### config.mk
export PLATFORM = sky130hd
export DESIGN_NAME = pbs_hp_arbiter_flat
export DESIGN_NICKNAME = d
export VERILOG_FILES = /design/src/rtl/pbs_pkg.sv /design/src/rtl/pbs_hp_arbiter_if.sv /design/src/rtl/pbs_hp_sat_alu.sv /design/src/rtl/pbs_hp_arbiter.sv /design/src/flat_wrapper.sv
export SDC_FILE = /design/constraint.sdc
export NUM_CORES = 1
export LEC_CHECK = 0
export BUFFER_PORTS_ARGS = -buffer_cell sky130_fd_sc_hd__buf_2
export CORE_UTILIZATION = 55
export CTS_CLUSTER_DIAMETER = 200
export CTS_CLUSTER_SIZE = 10
export DETAILED_ROUTE_END_ITERATION = 8
export PLACE_DENSITY = 0.9
export SLEW_MARGIN = 20
export SYNTH_ARGS = -nofsm -noshare
export SYNTH_HDL_FRONTEND = slang
export SYNTH_SLANG_ARGS = --single-unit
export TNS_END_PERCENT = 1
### constraint.sdc
create_clock -name clk -period 4.2 [get_ports clk]
set_input_delay 0.21 -clock clk [delete_from_list [all_inputs] [get_ports clk]]
set_output_delay 0.21 -clock clk [all_outputs]
set_load 0.01 [all_outputs]
### src/rtl/pbs_pkg.sv
// Shared types and constants for the battle-system HP datapath.
package pbs_pkg;

    localparam int PBS_HP_W      = 8;
    localparam int PBS_AMT_W     = 8;
    localparam int PBS_P_MAX_HP  = 100;
    localparam int PBS_AI_MAX_HP = 100;

    // Requester indices, also the bit positions in req/done
    localparam logic [1:0] REQ_AI_DMG = 2'd0;
    localparam logic [1:0] REQ_P_DMG  = 2'd1;
    localparam logic [1:0] REQ_HEAL   = 2'd2;

    typedef enum logic [1:0] {
        IDLE  = 2'd0,
        CALC  = 2'd1,
        WRITE = 2'd2
    } pbs_state_e;

    typedef enum logic {
        ALU_SUB = 1'b0,
        ALU_ADD = 1'b1
    } pbs_alu_op_e;

    // Reduce a value in 0..5 modulo 3 (requester index wrap 2 -> 0)
    function automatic logic [1:0] pbs_wrap3(input logic [2:0] v);
        logic [2:0] r;
        r = (v >= 3'd3) ? (v - 3'd3) : v;
        return r[1:0];
    endfunction

endpackage

### src/rtl/pbs_hp_arbiter_if.sv
// Request/response bus between the battle controllers and the HP arbiter.
interface pbs_hp_arbiter_if #(
    parameter int HP_W  = 8,
    parameter int AMT_W = 8
);
    logic             load_ai_hp;
    logic [2:0]       req;
    logic [AMT_W-1:0] amt_ai_dmg;
    logic [AMT_W-1:0] amt_p_dmg;
    logic [AMT_W-1:0] amt_heal;
    logic [2:0]       done;
    logic             busy;
    logic [HP_W-1:0]  p_hp;
    logic [HP_W-1:0]  ai_hp;
    logic             p_dead;
    logic             ai_dead;

    // Requester side
    modport master (
        output load_ai_hp, req, amt_ai_dmg, amt_p_dmg, amt_heal,
        input  done, busy, p_hp, ai_hp, p_dead, ai_dead
    );

    // Arbiter side
    modport slave (
        input  load_ai_hp, req, amt_ai_dmg, amt_p_dmg, amt_heal,
        output done, busy, p_hp, ai_hp, p_dead, ai_dead
    );
endinterface

### src/rtl/pbs_hp_sat_alu.sv
// Combinational saturating HP add/sub: damage floors at 0, heal clamps at ceiling.
module pbs_hp_sat_alu
    import pbs_pkg::*;
#(
    parameter int HP_W  = PBS_HP_W,
    parameter int AMT_W = PBS_AMT_W
) (
    input  logic [HP_W-1:0]  hp,
    input  logic [AMT_W-1:0] amt,
    input  pbs_alu_op_e      op,
    input  logic [HP_W-1:0]  ceiling,
    output logic [HP_W-1:0]  result
);
    // One extra bit so the heal sum cannot wrap before the clamp
    localparam int W = ((HP_W > AMT_W) ? HP_W : AMT_W) + 1;

    logic [W-1:0] hp_x;
    logic [W-1:0] amt_x;
    logic [W-1:0] ceil_x;
    logic [W-1:0] sum;

    assign hp_x   = W'(hp);
    assign amt_x  = W'(amt);
    assign ceil_x = W'(ceiling);
    assign sum    = hp_x + amt_x;

    // Select clamped sum or floored difference
    always_comb begin
        result = '0;
        if (op == ALU_ADD)
            result = (sum > ceil_x) ? ceiling : HP_W'(sum);
        else if (amt_x < hp_x)
            result = HP_W'(hp_x - amt_x);
    end
endmodule

### src/rtl/pbs_hp_arbiter.sv
// HP update sequencer: arbitrates three requesters onto one saturating ALU,
// IDLE -> CALC -> WRITE per operation. Define PBS_HP_RR_ARB_EN for
// round-robin arbitration; otherwise fixed priority req[0] > req[1] > req[2].
module pbs_hp_arbiter
    import pbs_pkg::*;
#(
    parameter int HP_W      = PBS_HP_W,
    parameter int AMT_W     = PBS_AMT_W,
    parameter int P_MAX_HP  = PBS_P_MAX_HP,
    parameter int AI_MAX_HP = PBS_AI_MAX_HP
) (
    input  logic           clk,
    input  logic           reset,
    pbs_hp_arbiter_if.slave bus
);
    localparam logic [1:0] S_IDLE  = IDLE;
    localparam logic [1:0] S_CALC  = CALC;
    localparam logic [1:0] S_WRITE = WRITE;

    localparam logic [HP_W-1:0] P_MAX  = HP_W'(P_MAX_HP);
    localparam logic [HP_W-1:0] AI_MAX = HP_W'(AI_MAX_HP);

    logic [1:0]            state;
    logic [1:0]            idx_q;
    logic [AMT_W-1:0]      amt_q;
    logic [HP_W-1:0]       res_q;
    logic [HP_W-1:0]       p_hp_q;
    logic [HP_W-1:0]       ai_hp_q;

    logic [2:0][AMT_W-1:0] amt_vec;
    logic [1:0]            win_idx;
    logic                  grant;
    logic                  is_heal;
    logic [HP_W-1:0]       alu_hp;
    logic [HP_W-1:0]       alu_res;
    logic [HP_W-1:0]       calc_res;
    pbs_alu_op_e           alu_op;

    assign amt_vec = {bus.amt_heal, bus.amt_p_dmg, bus.amt_ai_dmg};
    // Reload outranks every request, so a grant needs load_ai_hp low
    assign grant   = (state == S_IDLE) && !bus.load_ai_hp && (|bus.req);

`ifdef PBS_HP_RR_ARB_EN
    logic [1:0] rr_ptr;

    // Reverse scan: the last hit is the first requester at or after rr_ptr
    always_comb begin
        win_idx = 2'd0;
        for (int k = 2; k >= 0; k--) begin
            if (bus.req[pbs_wrap3({1'b0, rr_ptr} + 3'(k))])
                win_idx = pbs_wrap3({1'b0, rr_ptr} + 3'(k));
        end
    end

    // Pointer moves past the winner on every grant, and only then
    always_ff @(posedge clk) begin
        if (reset)
            rr_ptr <= 2'd0;
        else if (grant)
            rr_ptr <= pbs_wrap3({1'b0, win_idx} + 3'd1);
    end
`else
    // Fixed priority, AI damage first
    always_comb begin
        if (bus.req[0])
            win_idx = REQ_AI_DMG;
        else if (bus.req[1])
            win_idx = REQ_P_DMG;
        else
            win_idx = REQ_HEAL;
    end
`endif

    assign is_heal  = (idx_q == REQ_HEAL);
    assign alu_hp   = (idx_q == REQ_AI_DMG) ? ai_hp_q : p_hp_q;
    assign alu_op   = is_heal ? ALU_ADD : ALU_SUB;
    // A dead player cannot be revived by a heal
    assign calc_res = (is_heal && (p_hp_q == '0)) ? '0 : alu_res;

    pbs_hp_sat_alu #(
        .HP_W  (HP_W),
        .AMT_W (AMT_W)
    ) u_alu (
        .hp      (alu_hp),
        .amt     (amt_q),
        .op      (alu_op),
        .ceiling (P_MAX),
        .result  (alu_res)
    );

    // Sequencer: grant and latch in IDLE, compute in CALC, commit in WRITE
    always_ff @(posedge clk) begin
        if (reset) begin
            state   <= S_IDLE;
            idx_q   <= 2'd0;
            amt_q   <= '0;
            res_q   <= '0;
            p_hp_q  <= P_MAX;
            ai_hp_q <= AI_MAX;
        end else begin
            case (state)
                S_IDLE: begin
                    if (bus.load_ai_hp) begin
                        ai_hp_q <= AI_MAX;
                    end else if (grant) begin
                        idx_q <= win_idx;
                        amt_q <= amt_vec[win_idx];
                        state <= S_CALC;
                    end
                end
                S_CALC: begin
                    res_q <= calc_res;
                    state <= S_WRITE;
                end
                S_WRITE: begin
                    if (idx_q == REQ_AI_DMG)
                        ai_hp_q <= res_q;
                    else
                        p_hp_q <= res_q;
                    state <= S_IDLE;
                end
                default: state <= S_IDLE;
            endcase
        end
    end

    assign bus.busy    = (state != S_IDLE);
    // Reset during WRITE aborts the commit, so the completion pulse is dropped too
    assign bus.done    = ((state == S_WRITE) && !reset) ? (3'b001 << idx_q) : 3'b000;
    assign bus.p_hp    = p_hp_q;
    assign bus.ai_hp   = ai_hp_q;
    assign bus.p_dead  = (p_hp_q == '0);
    assign bus.ai_dead = (ai_hp_q == '0);
endmodule
### src/flat_wrapper.sv
// flat-port wrapper written by rule: the top's interface ports become plain ports
module pbs_hp_arbiter_flat import pbs_pkg::*;
#(
    parameter int HP_W      = PBS_HP_W,
    parameter int AMT_W     = PBS_AMT_W,
    parameter int P_MAX_HP  = PBS_P_MAX_HP,
    parameter int AI_MAX_HP = PBS_AI_MAX_HP
)
  (clk, reset, bus_load_ai_hp, bus_req, bus_amt_ai_dmg, bus_amt_p_dmg, bus_amt_heal, bus_done, bus_busy, bus_p_hp, bus_ai_hp, bus_p_dead, bus_ai_dead);
  pbs_hp_arbiter_if #(.HP_W(HP_W), .AMT_W(AMT_W)) bus_i ();
  input  logic clk;
  input  logic reset;
  input wire logic [$bits(bus_i.load_ai_hp)-1:0] bus_load_ai_hp;
  input wire logic [$bits(bus_i.req)-1:0] bus_req;
  input wire logic [$bits(bus_i.amt_ai_dmg)-1:0] bus_amt_ai_dmg;
  input wire logic [$bits(bus_i.amt_p_dmg)-1:0] bus_amt_p_dmg;
  input wire logic [$bits(bus_i.amt_heal)-1:0] bus_amt_heal;
  output wire logic [$bits(bus_i.done)-1:0] bus_done;
  output wire logic [$bits(bus_i.busy)-1:0] bus_busy;
  output wire logic [$bits(bus_i.p_hp)-1:0] bus_p_hp;
  output wire logic [$bits(bus_i.ai_hp)-1:0] bus_ai_hp;
  output wire logic [$bits(bus_i.p_dead)-1:0] bus_p_dead;
  output wire logic [$bits(bus_i.ai_dead)-1:0] bus_ai_dead;
  assign bus_i.load_ai_hp = bus_load_ai_hp;
  assign bus_i.req = bus_req;
  assign bus_i.amt_ai_dmg = bus_amt_ai_dmg;
  assign bus_i.amt_p_dmg = bus_amt_p_dmg;
  assign bus_i.amt_heal = bus_amt_heal;
  assign bus_done = bus_i.done;
  assign bus_busy = bus_i.busy;
  assign bus_p_hp = bus_i.p_hp;
  assign bus_ai_hp = bus_i.ai_hp;
  assign bus_p_dead = bus_i.p_dead;
  assign bus_ai_dead = bus_i.ai_dead;
  pbs_hp_arbiter #(.HP_W(HP_W), .AMT_W(AMT_W), .P_MAX_HP(P_MAX_HP), .AI_MAX_HP(AI_MAX_HP)) u_core (.clk(clk), .reset(reset), .bus(bus_i));
endmodule
==> metrics.md <==
| Metric | Value |
|---|---|
| EDFF count, synth | `0` |
| Die height | `69.2 µm` |
| Final Net Count | `400` |
| Post-DR wirelength/cell | `approximately 15 µm` |
| Filler instances | `376` |
| Total count of hold-check failures in the final report | `0` |
| Worst-path cell with the longest stage delay | `sky130_fd_sc_hd__ha_1` |
| Sum of negative setup slack | `0 ps` |
| Netlist area before placement | `approximately 2500 µm²` |
| CTS tree | `built` |
| Worst rel slew slack | `0.434` |
| Beginning of the worst register-to-register path | `u_core.idx_q[1]$_SDFFE_PP0P_` |
| Predominant post-synthesis flop cell | `sky130_fd_sc_hd__dfxtp_1` |
| Time the final worst path needs with I/O delays and setup | `3320 ps` |
| Data arrival, critical path | `3490 ps` |
| Power density over the cells | `282 nW/µm²` |
| Pins over their slew limit | `0` |
| Detailed Routing Iterations Pass 1 | `5` |
| WS Path Type | `register to register` |
| Area of the multi-input gates | `1650 µm²` |
| Final clock skew | `between 10 and 15 ps` |
| Share of synthesized registers carrying an async set or reset | `0` |
| Effective utilization at floorplan | `0.570` |
| Core region area | `4350 µm²` |
| Max FO, Critical Path | `9` |
| Detailed Route WL | `6.21 mm` |
| Series of cell instances along the critical path | `nor2_2 -> mux2_2 -> ha_1 -> and2b_4 -> a211oi_2 -> o31ai_4 -> xnor2_1 -> and3_4 -> a2111o_1 -> a32o_1` |
| Detailed Place HPWL | `4.89 mm` |
| Post-synthesis average cell area | `8.09 µm²` |
| Post-synthesis register bit count | `36` |
| Pre-CTS setup slack | `between 900 and 1000 ps` |
| Number of cell rows | `24` |
| Period Utilization, post-route | `0.789` |
| Util after Layout | `0.651` |
| Startpoint types | `register` |
| Number of nets still failing antenna checks after routing | `0` |
| Number of vias per cell after detailed routing | `5.86` |
| Category of the worst setup path capture point | `register` |
| Sequential share of the synthesized area | `0.290` |
| Number of design rule violations left after detail routing | `0` |
| RSZ-0062 raised after global routing | `false` |
| CTS H-Tree Depth | `2` |
| Startpoint of the most critical setup path | `u_core.idx_q[1]$_SDFFE_PP0P_` |
| Pin count of the biggest net entering global routing | `35` |
| Die outline area | `4790 µm²` |
| Fin worst setup slack | `just under 900 ps` |
| Highest clock rate | `302 MHz` |
| Routability cong. | `0.942` |
| Synthesized Nets | `356` |
| Biggest cell delay along the critical path | `between 400 and 500 ps` |
| Worst vdd ir | `0.193 mV` |
| Number of global-route vias before repair | `approximately 2300` |
| Antenna cell count | `0` |
| Count of routing violations after the opening detailed-route iteration | `166` |
| Setup-violating endpoint count in the final report | `0` |
| Syn Inst Count | `307` |
| Clk buf depth | `2` |
| Worst hold-check path type | `input pin to register` |
| Count of yosys warnings during synthesis | `0` |
| Post-CTS resize count | `0` |
| Clk_lat worst skew | `290 ps` |
| Pin slew with the least headroom to its limit | `approximately 840 ps` |
| Hold path start | `bus_req[2]` |
| Global-route wire length before repair | `10.5 mm` |
| Area delta synth->final | `14.2%` |
| Num CTS Buffers | `5` |
| Die span in x | `a little under 70 µm` |
| Flip-flop and latch area | `721 µm²` |
| Max-cap check violation count | `0` |
| Input/output buffers | `51` |
| Clk Tree Root Cell | `sky130_fd_sc_hd__clkbuf_8` |
| Fraction of final layout cells sized beyond drive strength 1 | `0.236` |
| DR vias | `around 2400` |
| Congestion Overflow GR | `0` |
| Hold buffers post-CTS | `0` |
| Initial antenna violation count | `0` |
| Number of distinct library cell variants in the gate-level netlist after synthesis | `57` |
| Reported leakage power | `1.19 nW` |
| Number of sinks handled by clock tree synthesis | `36` |
| Io pins | `52` |
| Clock-pin slew on the worst setup and hold paths | `around 70 ps` |
| Aggregate global-route resource usage | `0.270` |
| Data required time of the worst path | `4380 ps` |
| Setup fix buffers added after clock tree synthesis | `0` |
| Result of the run | `completed` |
-- worst max-delay path: cells and delay by family (launching register included) --
family / cells / cell delay [ps]
compound gates: 4 / 1020
xor+xnor: 1 / 160
fa+ha+maj: 1 / 420
flops: 1 / 380
mux: 1 / 410
simple gates: 3 / 820
-- logic make-up (layout without fill, tap and decap cells) --
group | Yosys count | count (layout) | share of synthesized area
adders and majority gates | 19 | 19 | 0.102
DFF | 36 | 36 | 0.290
muxes | 16 | 16 | 0.0686
and+or+nand+nor | 127 | 127 | 0.253
xor gates and xnor gates | 8 | 8 | 0.0282
buffers and inverters | 28 | 73 | 0.0489
AOI/OAI and AO/OA | 73 | 73 | 0.209
-- flip-flops by register name, summed over array words and instances (netlist names) --
signal and flops:
u_core.res_q 8, u_core.bus.p_hp 8, u_core.state 2, u_core.amt_q 8, u_core.bus.ai_hp 8, u_core.idx_q 2
-- Yosys cell counts, types with 2 or more instances --
cell type | number | area (µm²)
sky130_fd_sc_hd__o211ai_1 | 3 | 22.5
sky130_fd_sc_hd__nand4_1 | 2 | 12.5
sky130_fd_sc_hd__nand3_1 | 9 | 45.0
sky130_fd_sc_hd__a21o_1 | 2 | 15.0
sky130_fd_sc_hd__ha_1 | 17 | 213
sky130_fd_sc_hd__nand4b_1 | 2 | 17.5
sky130_fd_sc_hd__o21ai_1 | 3 | 15.0
sky130_fd_sc_hd__dfxtp_1 | 36 | 721
sky130_fd_sc_hd__mux2i_1 | 8 | 80.1
sky130_fd_sc_hd__nand3b_1 | 4 | 30.0
sky130_fd_sc_hd__nor2b_1 | 7 | 43.8
sky130_fd_sc_hd__o21bai_1 | 4 | 30.0
sky130_fd_sc_hd__nor3_1 | 7 | 35.0
sky130_fd_sc_hd__fa_1 | 2 | 40.0
sky130_fd_sc_hd__clkbuf_1 | 11 | 41.3
sky130_fd_sc_hd__xnor2_1 | 6 | 52.6
sky130_fd_sc_hd__mux2_2 | 8 | 90.1
sky130_fd_sc_hd__inv_2 | 2 | 7.51
sky130_fd_sc_hd__o21ai_0 | 9 | 45.0
sky130_fd_sc_hd__buf_6 | 2 | 22.5
sky130_fd_sc_hd__a21oi_1 | 28 | 140
sky130_fd_sc_hd__xor2_1 | 2 | 17.5
sky130_fd_sc_hd__a32o_1 | 5 | 50.1
sky130_fd_sc_hd__or4_1 | 4 | 30.0
sky130_fd_sc_hd__inv_1 | 12 | 45.0
sky130_fd_sc_hd__nor4_1 | 3 | 18.8
sky130_fd_sc_hd__nand2_1 | 29 | 109
sky130_fd_sc_hd__nor2_1 | 46 | 173
sky130_fd_sc_hd__o21a_1 | 2 | 15.0
sky130_fd_sc_hd__nand2b_1 | 5 | 31.3
-- area by class of cell --
type / instances / share of cell area
Inverter: 14 / 0.0185
Clock inverter: 3 / 0.00662
Sequential cell: 36 / 0.254
Tap cell: 52 / 0.0229
Timing Repair Buffer: 51 / 0.0900
Clock buffer: 5 / 0.0243
Multi-Input combinational cell: 243 / 0.583
-- placed cells by master (no fill, tap or decap), types with 2 or more instances in the layout --
cell | Yosys | final
sky130_fd_sc_hd__o21ai_1 | 3 | 3
sky130_fd_sc_hd__clkbuf_8 | 0 | 5
sky130_fd_sc_hd__nand2_1 | 29 | 29
sky130_fd_sc_hd__nor2_1 | 46 | 46
sky130_fd_sc_hd__or4_1 | 4 | 4
sky130_fd_sc_hd__xor2_1 | 2 | 2
sky130_fd_sc_hd__a21o_1 | 2 | 2
sky130_fd_sc_hd__nor4_1 | 3 | 3
sky130_fd_sc_hd__nand3b_1 | 4 | 4
sky130_fd_sc_hd__a32o_1 | 5 | 5
sky130_fd_sc_hd__ha_1 | 17 | 17
sky130_fd_sc_hd__inv_1 | 12 | 12
sky130_fd_sc_hd__inv_2 | 2 | 2
sky130_fd_sc_hd__o21ai_0 | 9 | 9
sky130_fd_sc_hd__o21a_1 | 2 | 2
sky130_fd_sc_hd__o211ai_1 | 3 | 3
sky130_fd_sc_hd__nand4b_1 | 2 | 2
sky130_fd_sc_hd__o31ai_4 | 1 | 2
sky130_fd_sc_hd__buf_2 | 1 | 51
sky130_fd_sc_hd__nand2b_1 | 5 | 5
sky130_fd_sc_hd__mux2i_1 | 8 | 8
sky130_fd_sc_hd__mux2_2 | 8 | 8
sky130_fd_sc_hd__nand4_1 | 2 | 2
sky130_fd_sc_hd__nor3_1 | 7 | 7
sky130_fd_sc_hd__o21bai_1 | 4 | 4
sky130_fd_sc_hd__clkinv_2 | 0 | 2
sky130_fd_sc_hd__fa_1 | 2 | 2
sky130_fd_sc_hd__nand3_1 | 9 | 9
sky130_fd_sc_hd__nor2b_1 | 7 | 7
sky130_fd_sc_hd__dfxtp_1 | 36 | 36
sky130_fd_sc_hd__xnor2_1 | 6 | 6
sky130_fd_sc_hd__a21oi_1 | 28 | 28
-- stage by stage --
stage                     area (µm²)  std cells  total power [mW]  hold slack, ps
after global placement          2740        396             0.554             463
final                           2840        404             0.800             262
after floorplan                 2480        307             0.512             399
after global routing            2840        404             0.838             304
after detailed placement        2740        396             0.559             471
after CTS                       2830        404             0.800             248
-- layer usage --
layer | vias to the layer above | share of wire | GRT usage
li1 | 1181 | - | -
met1 | 1097 | 0.42 | 0.338
met2 | 79 | 0.51 | 0.465
met3 | 10 | 0.060 | 0.0538
met4 | 0 | 0.016 | 0.0816
met5 | - | 0 | 0
-- final timing paths --
check	end	slack, ps	depth (start not counted)
max reg2reg	u_core.res_q[2]$_SDFFE_PP0N_	880	10
min	u_core.idx_q[1]$_SDFFE_PP0P_	260	3
min reg2reg	u_core.bus.p_hp[7]$_SDFFE_PP0P_	480	2
max	u_core.res_q[2]$_SDFFE_PP0N_	880	10
-- power breakdown --
part           total (mW)  internal (mW)  switching, mW
clock network       0.245          0.116          0.129
registers           0.368          0.353         0.0147
logic               0.187         0.0797          0.107
Note: power is estimated with default switching activity, not from simulation.
